`src/rtl/divider_pkg.sv`:
```
// Shared types and constants for the 2N-by-N restoring divider.
// State encoding, default width and counter sizing helper.
package divider_pkg;

  typedef enum logic {
    ST_IDLE = 1'b0,
    ST_BUSY = 1'b1
  } state_t;

  localparam int DIV_DW = 32;

  function automatic int clog2(input int v);
    int n;
    n = 0;
    for (int i = 0; i < 32; i++) begin
      if ((1 << n) < v) n = n + 1;
    end
    return n;
  endfunction

endpackage

```
`src/rtl/divider_64by32_step.sv`:
```
// One restoring iteration: shift in the next dividend bit,
// subtract the divisor when it fits, emit the quotient bit.
module div_step #(
  parameter int DW = 32
) (
  input  logic [DW-1:0] r,
  input  logic          q_msb,
  input  logic [DW-1:0] divisor,
  output logic [DW-1:0] r_next,
  output logic          q_bit
);

  logic [DW:0] shifted;

  // the subtraction only needs its low DW bits: a kept
  // difference is always below the divisor
  always_comb begin
    shifted = {r, q_msb};
    q_bit   = (shifted >= {1'b0, divisor});
    r_next  = q_bit ? (shifted[DW-1:0] - divisor)
                    : shifted[DW-1:0];
  end

endmodule

```
`src/rtl/divider_64by32.sv`:
```
// Iterative 2*DW by DW unsigned divider, one quotient bit
// per clock, start/busy/valid_out handshake.
module divider_64by32
  import divider_pkg::*;
#(
  parameter int DW = DIV_DW
) (
  input  logic            clk,
  input  logic            reset,
  input  logic            start,
  input  logic [2*DW-1:0] dividend,
  input  logic [DW-1:0]   divisor,
  output logic            busy,
  output logic            valid_out,
  output logic [DW-1:0]   quotient,
  output logic [DW-1:0]   remainder,
  output logic            div_by_zero,
  output logic            overflow
);

  localparam int CW = clog2(DW);

  state_t        state;
  state_t        state_nx;
  logic [CW-1:0] count;
  logic [DW-1:0] dvsr;
  logic [DW-1:0] r;
  logic [DW-1:0] q;
  logic [DW-1:0] lo_keep;
  logic [DW-1:0] r_nx;
  logic          q_bit;
  logic          err_z;
  logic          err_o;
  logic          last;

  div_step #(.DW(DW)) u_step (
    .r       (r),
    .q_msb   (q[DW-1]),
    .divisor (dvsr),
    .r_next  (r_nx),
    .q_bit   (q_bit)
  );

  assign last = (count == CW'(DW - 1));
  assign busy = (state == ST_BUSY);

  // state register
  always_ff @(posedge clk or posedge reset) begin
    if (reset) state <= ST_IDLE;
    else       state <= state_nx;
  end

  // accept in IDLE, leave BUSY after the final step
  always_comb begin
    state_nx = state;
    unique case (state)
      ST_IDLE: if (start) state_nx = ST_BUSY;
      ST_BUSY: if (last)  state_nx = ST_IDLE;
    endcase
  end

  // operand capture, iteration and result registers
  always_ff @(posedge clk or posedge reset) begin
    if (reset) begin
      count       <= '0;
      dvsr        <= '0;
      r           <= '0;
      q           <= '0;
      lo_keep     <= '0;
      err_z       <= 1'b0;
      err_o       <= 1'b0;
      valid_out   <= 1'b0;
      quotient    <= '0;
      remainder   <= '0;
      div_by_zero <= 1'b0;
      overflow    <= 1'b0;
    end else begin
      valid_out <= 1'b0;
      unique case (state)
        ST_IDLE: begin
          if (start) begin
            dvsr    <= divisor;
            r       <= dividend[2*DW-1:DW];
            q       <= dividend[DW-1:0];
            lo_keep <= dividend[DW-1:0];
            count   <= '0;
            err_z   <= (divisor == '0);
            err_o   <= (divisor != '0) &&
                       (dividend[2*DW-1:DW] >= divisor);
          end
        end
        ST_BUSY: begin
          r     <= r_nx;
          q     <= {q[DW-2:0], q_bit};
          count <= count + 1'b1;
          if (last) begin
            valid_out <= 1'b1;
            if (err_z) begin
              quotient    <= '1;
              remainder   <= lo_keep;
              div_by_zero <= 1'b1;
              overflow    <= 1'b0;
            end else if (err_o) begin
              quotient    <= '1;
              remainder   <= '0;
              div_by_zero <= 1'b0;
              overflow    <= 1'b1;
            end else begin
              quotient    <= {q[DW-2:0], q_bit};
              remainder   <= r_nx;
              div_by_zero <= 1'b0;
              overflow    <= 1'b0;
            end
          end
        end
      endcase
    end
  end

endmodule

```
`config.mk`:
```
export PLATFORM = sky130hd
export DESIGN_NAME = divider_64by32
export DESIGN_NICKNAME = d
export VERILOG_FILES = /design/src/rtl/divider_pkg.sv /design/src/rtl/divider_64by32_step.sv /design/src/rtl/divider_64by32.sv
export SDC_FILE = /design/constraint.sdc
export NUM_CORES = 1
export LEC_CHECK = 0
export CAP_MARGIN = 40
export CORE_MARGIN = 2
export CORE_UTILIZATION = 38
export CTS_CLUSTER_DIAMETER = 50
export DETAILED_ROUTE_END_ITERATION = 12
export MAX_ROUTING_LAYER = met4
export PLACE_DENSITY_LB_ADDON = 0.2
export SLEW_MARGIN = 10
export SYNTH_ARGS = -nofsm -noshare
export SYNTH_HDL_FRONTEND = slang
export SYNTH_SLANG_ARGS = --single-unit
```
`constraint.sdc`:
```
create_clock -name clk -period 9.15 [get_ports clk]
set_clock_uncertainty 0.2 [all_clocks]
set_input_delay 2.745 -clock clk [delete_from_list [all_inputs] [get_ports clk]]
set_output_delay 2.745 -clock clk [all_outputs]
set_load 0.005 [all_outputs]
```
==> results of run 1 <==
==> layout make-up <==
type	count	area share, %
Clock buffer	38	5.64
Inverter	81	2.14
Sequential cell	203	35.0
Tap cell	390	3.36
Multi-Input combinational cell	917	40.1
Clock inverter	13	1.01
Timing Repair Buffer	184	12.8
==> final timing paths <==
path | slack [ns] | from | to
setup / recovery | 4.47 | start | err_o
hold / removal | 0.27 | lo_keep[26] | lo_keep[26]
setup reg to reg | 5.14 | dvsr[12] | remainder[31]
hold reg to reg | 0.27 | lo_keep[26] | lo_keep[26]
max in group asynchronous | 5.46 | reset | busy
min in group asynchronous | 2.36 | reset | q[27]
==> registers in the layout, indices dropped and copies added, names as in the netlist, 5 cells and up <==
register,count
count,5
dvsr,32
lo_keep,32
q,32
quotient,32
r,32
remainder,32
==> critical path, cell delays in order <==
cell	delay, ns
buf_4	0.39
nor2b_4	0.76
buf_4	0.66
nor2_1	0.09
a211oi_1	0.24
==> power by group through the flow <==
stage	logic, mW	registers, mW	clock network, mW
4_1_cts	3.31	1.68	1.14
2_1_floorplan	2.24	1.60	0
3_3_place_gp	3.24	1.68	0
3_5_place_dp	3.29	1.68	0
6_report	3.31	1.67	1.11
5_1_grt	3.67	1.73	1.18
==> kinds of logic after synthesis <==
group	count (synthesis)	share of synthesized area, %
AO/OA/AOI/OAI	363	20.0
AND/OR/NAND/NOR	399	15.7
buffers and inverters	157	5.56
adder cells (fa/ha/maj)	67	7.33
flip-flops	203	44.0
XOR/XNOR	26	1.97
multiplexers	62	5.42
==> per-layer routing <==
| metal | vias to the layer above | part of all wire [%] | wire length, µm |
|---|---|---|---|
| met5 | - | 0 | 0 |
| met4 | 0 | 2.5 | 879 |
| met3 | 62 | 5.9 | 2070 |
| met2 | 219 | 44 | 15400 |
| met1 | 4600 | 48 | 16600 |
| li1 | 4787 | - | - |
==> per-stage QoR <==
step           worst slack, ns  cells
2_1_floorplan            0.666   1277
3_3_place_gp              3.84   1771
3_5_place_dp              3.86   1775
4_1_cts                   4.42   1826
5_1_grt                   4.28   1826
6_report                  4.47   1826
==> cell usage after synthesis (3+ instances only) <==
library cell / count
dfrtp_1: 203
nand2_1: 202
a21oi_1: 94
o21ai_0: 93
inv_1: 81
nor2_1: 70
ha_1: 66
clkbuf_1: 63
mux2i_1: 58
nor2b_1: 36
a211oi_1: 33
o22a_1: 31
o22ai_1: 29
a21o_1: 17
nand3_1: 16
xnor2_1: 14
nor4_1: 12
xor2_1: 12
nand4_1: 11
nor3_1: 11
a31oi_1: 9
nand2b_1: 9
o21a_1: 9
o21bai_1: 7
a211o_1: 6
a221o_1: 6
and3_1: 6
buf_1: 6
or3_1: 6
a2111oi_0: 4
and4_1: 4
mux2_2: 4
a22o_1: 3
and2_1: 3
buf_6: 3
o211ai_1: 3
o221ai_1: 3
==> flow_summary.json, run 1 <==
{
  "status": "complete, no violations",
  "cp.arrival_ns": 4.93,
  "gp_congestion": 0.876,
  "io_buffers": 166,
  "drt-initial-drc-count": 637,
  "synth_area_leaders": "dfrtp_1 (44%), ha_1 (7.2%), nand2_1 (6.6%)",
  "post_cts_buffers": 0,
  "peakVddDrop_uv": 147,
  "die_area_um2": 31800,
  "end_kind": "register",
  "combPwrFrac_pct": 54.3,
  "synth-seq-cells": 203,
  "clk_pin_slew_ns": 0.05,
  "min_path_type": "reg -> reg",
  "syn_to_final_growth_pct": 26.0,
  "fin_tns_setup_ns": 0,
  "worst_pin_slew_ns": 0.787,
  "cts-resized-gates": 0,
  "ctsHoldBuffers": 0,
  "dpl.hpwl_mm": 25.4,
  "fmax_mhz": 214,
  "gr-usage-met1_pct": 31.4,
  "power_density_nw_per_um2": 420,
  "io_pins": 167,
  "fin_crit_sh_pct": 51.1,
  "timing.slew.headroom_pct": 47.4,
  "yosys_warnings": 0,
  "grt_busiest_layer": "met2",
  "leakage_nw": 6.74,
  "p_clk_share_pct": 18.3,
  "cts_tree": "done",
  "utilization_pct": 48.8,
  "synth_area_leader_cell": "dfrtp_1",
  "seq_area_um2": 5080,
  "grtUsageMet2_pct": 34.5,
  "core_area_um2": 29800,
  "report.final.slew_viol_count": 0,
  "drv_cap": 0,
  "rsz0062_at_grt": "no",
  "antenna_found_initial": 0,
  "whs_ns": 0.266,
  "cts-root-buf": "clkbuf_16",
  "syn_avg_cell_area_um2": 9.04,
  "final_cell_mix": "nand2_1 (202), dfrtp_1 (202), clkdlybuf4s50_1 (165)",
  "drive_above_1_share_pct": 5.71,
  "ys_seq_area_share_pct": 44.0,
  "p_sw_mw": 2.59,
  "antenna_cells": 0,
  "fin_nets": 1581,
  "grt_first_pass_wirelength_mm": 55.2,
  "route.detailed.drc": 0,
  "seq_power_share_pct": 27.4,
  "clock_path_buffers": 3,
  "hold_violations": 0,
  "postLayoutCellArea_um2": 14500,
  "rr_worst_depth": 11,
  "synthArstFlopShare_pct": 100,
  "synth.top_cell.area_share_pct": 44.0,
  "multi_input_area_um2": 5830,
  "crit_path_max_fanout": 64,
  "clk-insertion-delay-late_ns": 0.55,
  "route.detailed.wl_per_inst_um": 19.1,
  "grt_pass1_vias": 9883,
  "drtAntennaViolNets": 0,
  "start_kind": "input pin",
  "p_sw_share_pct": 42.4,
  "synthFlopType": "dfrtp_1",
  "holdPathStages": 2,
  "htreeDepth": 1,
  "grtUsageMet3_pct": 4.54,
  "n_fill_cell": 2873,
  "p_int_mw": 3.52,
  "start_util_pct": 38.7,
  "worst-setup-path-type": "in -> reg",
  "cp.required_ns": 9.40,
  "netlist_area_um2": 11500,
  "dpl_cell_area_um2": 13600,
  "die_width_um": 178,
  "synth_nets": 1443,
  "cts_buffers": 28,
  "clock_sinks": 203,
  "grt_max_degree": 106,
  "grtUsageTotal_pct": 22.9,
  "wl_mm": 35.0,
  "viasPerCell": 5.29,
  "vias": 9668,
  "fin_crit_ns": 4.68,
  "num_rows": 63,
  "fp.dieH_um": 178,
  "overflow": 0,
  "finalSetupViolCount": 0,
  "synth_enable_flop_cells": 0,
  "power_mw": 6.10,
  "syn_inst": 1277,
  "synth_cell_types": 61,
  "firstDrtPassIters": 5
}
(Power assumes the default switching activity.)
==> run 2: changes to the inputs <==
clock period = 4.6 ns   (was 9.15 ns; I/O delays follow)
==> run 2 against run 1 <==
Clock-buffer cell count down 2. Non-clock buffer count up 3. Total power up 98%. Largest power group unchanged. Die area unchanged. Largest cell class unchanged. Wire length up 3.3%. Critical endpoint is now remainder[1].
==> flow_summary.json, run 2 (synthesis results as in run 1) <==
{
  "post_cts_buffers": 0,
  "p_clk_share_pct": 17.9,
  "overflow": 0,
  "cts-resized-gates": 0,
  "drv_cap": 0,
  "n_fill_cell": 2860,
  "drt-initial-drc-count": 663,
  "p_int_mw": 6.93,
  "worst_pin_slew_ns": 0.645,
  "clock_path_buffers": 3,
  "cts-root-buf": "clkbuf_16",
  "hold_violations": 0,
  "vias": 9888,
  "fp.dieH_um": 178,
  "grt_pass1_vias": 9765,
  "crit_path_cell_trace": "ha_1 > a21o_1 > a211o_1 > or4_1 > o211a_1 > o211a_4 > or2_1 > buf_4 > mux2i_1 > o22ai_1",
  "dpl_cell_area_um2": 13600,
  "timing.slew.headroom_pct": 56.8,
  "core_area_um2": 29800,
  "combPwrFrac_pct": 54.1,
  "peakVddDrop_uv": 328,
  "seq_power_share_pct": 27.9,
  "min_path_type": "reg -> reg",
  "fin_crit_sh_pct": 86.0,
  "grtUsageTotal_pct": 23.5,
  "report.final.slew_viol_count": 0,
  "p_sw_mw": 5.14,
  "die_area_um2": 31800,
  "htreeDepth": 1,
  "max_stage_delay_ns": 0.47,
  "leakage_nw": 6.72,
  "wl_mm": 36.1,
  "cp.required_ns": 4.80,
  "start_util_pct": 38.7,
  "io_pins": 167,
  "fin_tns_setup_ns": 0,
  "dp_slack_ns": 0.166,
  "power_mw": 12.1,
  "ctsHoldBuffers": 0,
  "final_cell_mix": "nand2_1 (202), dfrtp_1 (202), clkdlybuf4s50_1 (165)",
  "io_buffers": 166,
  "clk_pin_slew_ns": 0.06,
  "grt_max_degree": 90,
  "fin_crit_ns": 3.96,
  "setup_ws_ns": 0.644,
  "crit_start": "r[11]",
  "start_kind": "register",
  "power_density_nw_per_um2": 831,
  "syn_to_final_growth_pct": 25.8,
  "route.detailed.wl_per_inst_um": 19.7,
  "rsz0062_at_grt": "no",
  "route.detailed.drc": 0,
  "cts_tree": "done",
  "clock_sinks": 203,
  "die_width_um": 178,
  "firstDrtPassIters": 5,
  "worst-setup-path-type": "reg -> reg",
  "cp.arrival_ns": 4.16,
  "r2r-start": "r[11]",
  "gp_congestion": 0.914,
  "p_sw_share_pct": 42.6,
  "clk-insertion-delay-late_ns": 0.54,
  "hold_path_startpoint": "lo_keep[26]",
  "dpl.hpwl_mm": 26.3,
  "postLayoutCellArea_um2": 14500,
  "drtAntennaViolNets": 0,
  "fin_nets": 1584,
  "status": "complete, no violations",
  "crit_path_max_fanout": 14,
  "viasPerCell": 5.41,
  "end_kind": "register",
  "num_rows": 63,
  "finalSetupViolCount": 0,
  "grt_first_pass_wirelength_mm": 56.4,
  "antenna_cells": 0,
  "fmax_mhz": 253,
  "antenna_found_initial": 0,
  "drive_above_1_share_pct": 5.98,
  "cts_buffers": 28,
  "crit_path_top_delay_cell": "or4_1"
}
==> run 2: cell count changes in the layout (fill, tap and decap cells not counted) <==
cell	previous run	this run
buf_16	3	0
buf_12	1	4
clkbuf_1	3	2
clkinv_4	4	6
clkinvlp_4	0	2
buf_4	15	18
clkbuf_8	6	5
clkinv_2	4	3
bufinv_16	2	1
inv_6	1	3
inv_8	3	1
==> run 2: final timing paths <==
kind	to	slack, ns	cells after the start
hold / removal	lo_keep[26]	0.27	2
min in group asynchronous	quotient[31]	1.00	2
setup reg to reg	remainder[1]	0.64	10
hold reg to reg	lo_keep[26]	0.27	2
setup / recovery	remainder[1]	0.64	10
max in group asynchronous	lo_keep[14]	2.37	3
==> run 2: critical path, delay by kind of cell, from the launching register on <==
kind | cells | cell delay (ns)
compound gates | 5 | 1.30
fa+ha+maj | 1 | 0.40
buf+inv | 1 | 0.30
flops | 1 | 0.38
mux | 1 | 0.36
simple gates | 2 | 0.88
==> run 2: layout make-up <==
cell class | instances | area (µm²) | share of cell area [%]
clock buffers | 36 | 802 | 5.52
flip-flops and latches | 203 | 5080 | 35.0
well taps | 390 | 488 | 3.36
inverters | 81 | 308 | 2.12
multi-input cells | 917 | 5830 | 40.1
clock inverters | 15 | 143 | 0.983
repair buffers | 187 | 1870 | 12.9
==> run 2: power groups by stage <==
stage               Combinational (mW)  Clock, mW  Sequential, mW
global route                      7.22       2.28            3.48
detailed placement                6.45          0            3.38
CTS                               6.49       2.21            3.37
finish                            6.53       2.16            3.37
global placement                  6.37          0            3.39
floorplan                         4.45          0            3.18
==> run 2: metrics by stage <==
stage / hold slack, ns / instances / util (%)
5_1_grt: 0.292 / 1829 / 48.7
3_5_place_dp: 0.262 / 1778 / 45.5
3_3_place_gp: 0.252 / 1778 / 45.5
4_1_cts: 0.277 / 1829 / 48.7
6_report: 0.273 / 1829 / 48.7
2_1_floorplan: 0.237 / 1277 / -
==> run 2: per-layer routing <==
metal	part of all wire (%)	vias to the layer above	track usage, %
li1	-	4794	-
met4	1.5	0	4.54
met5	0	-	-
met3	5.9	40	4.01
met2	44	252	34.8
met1	48	4802	34.1
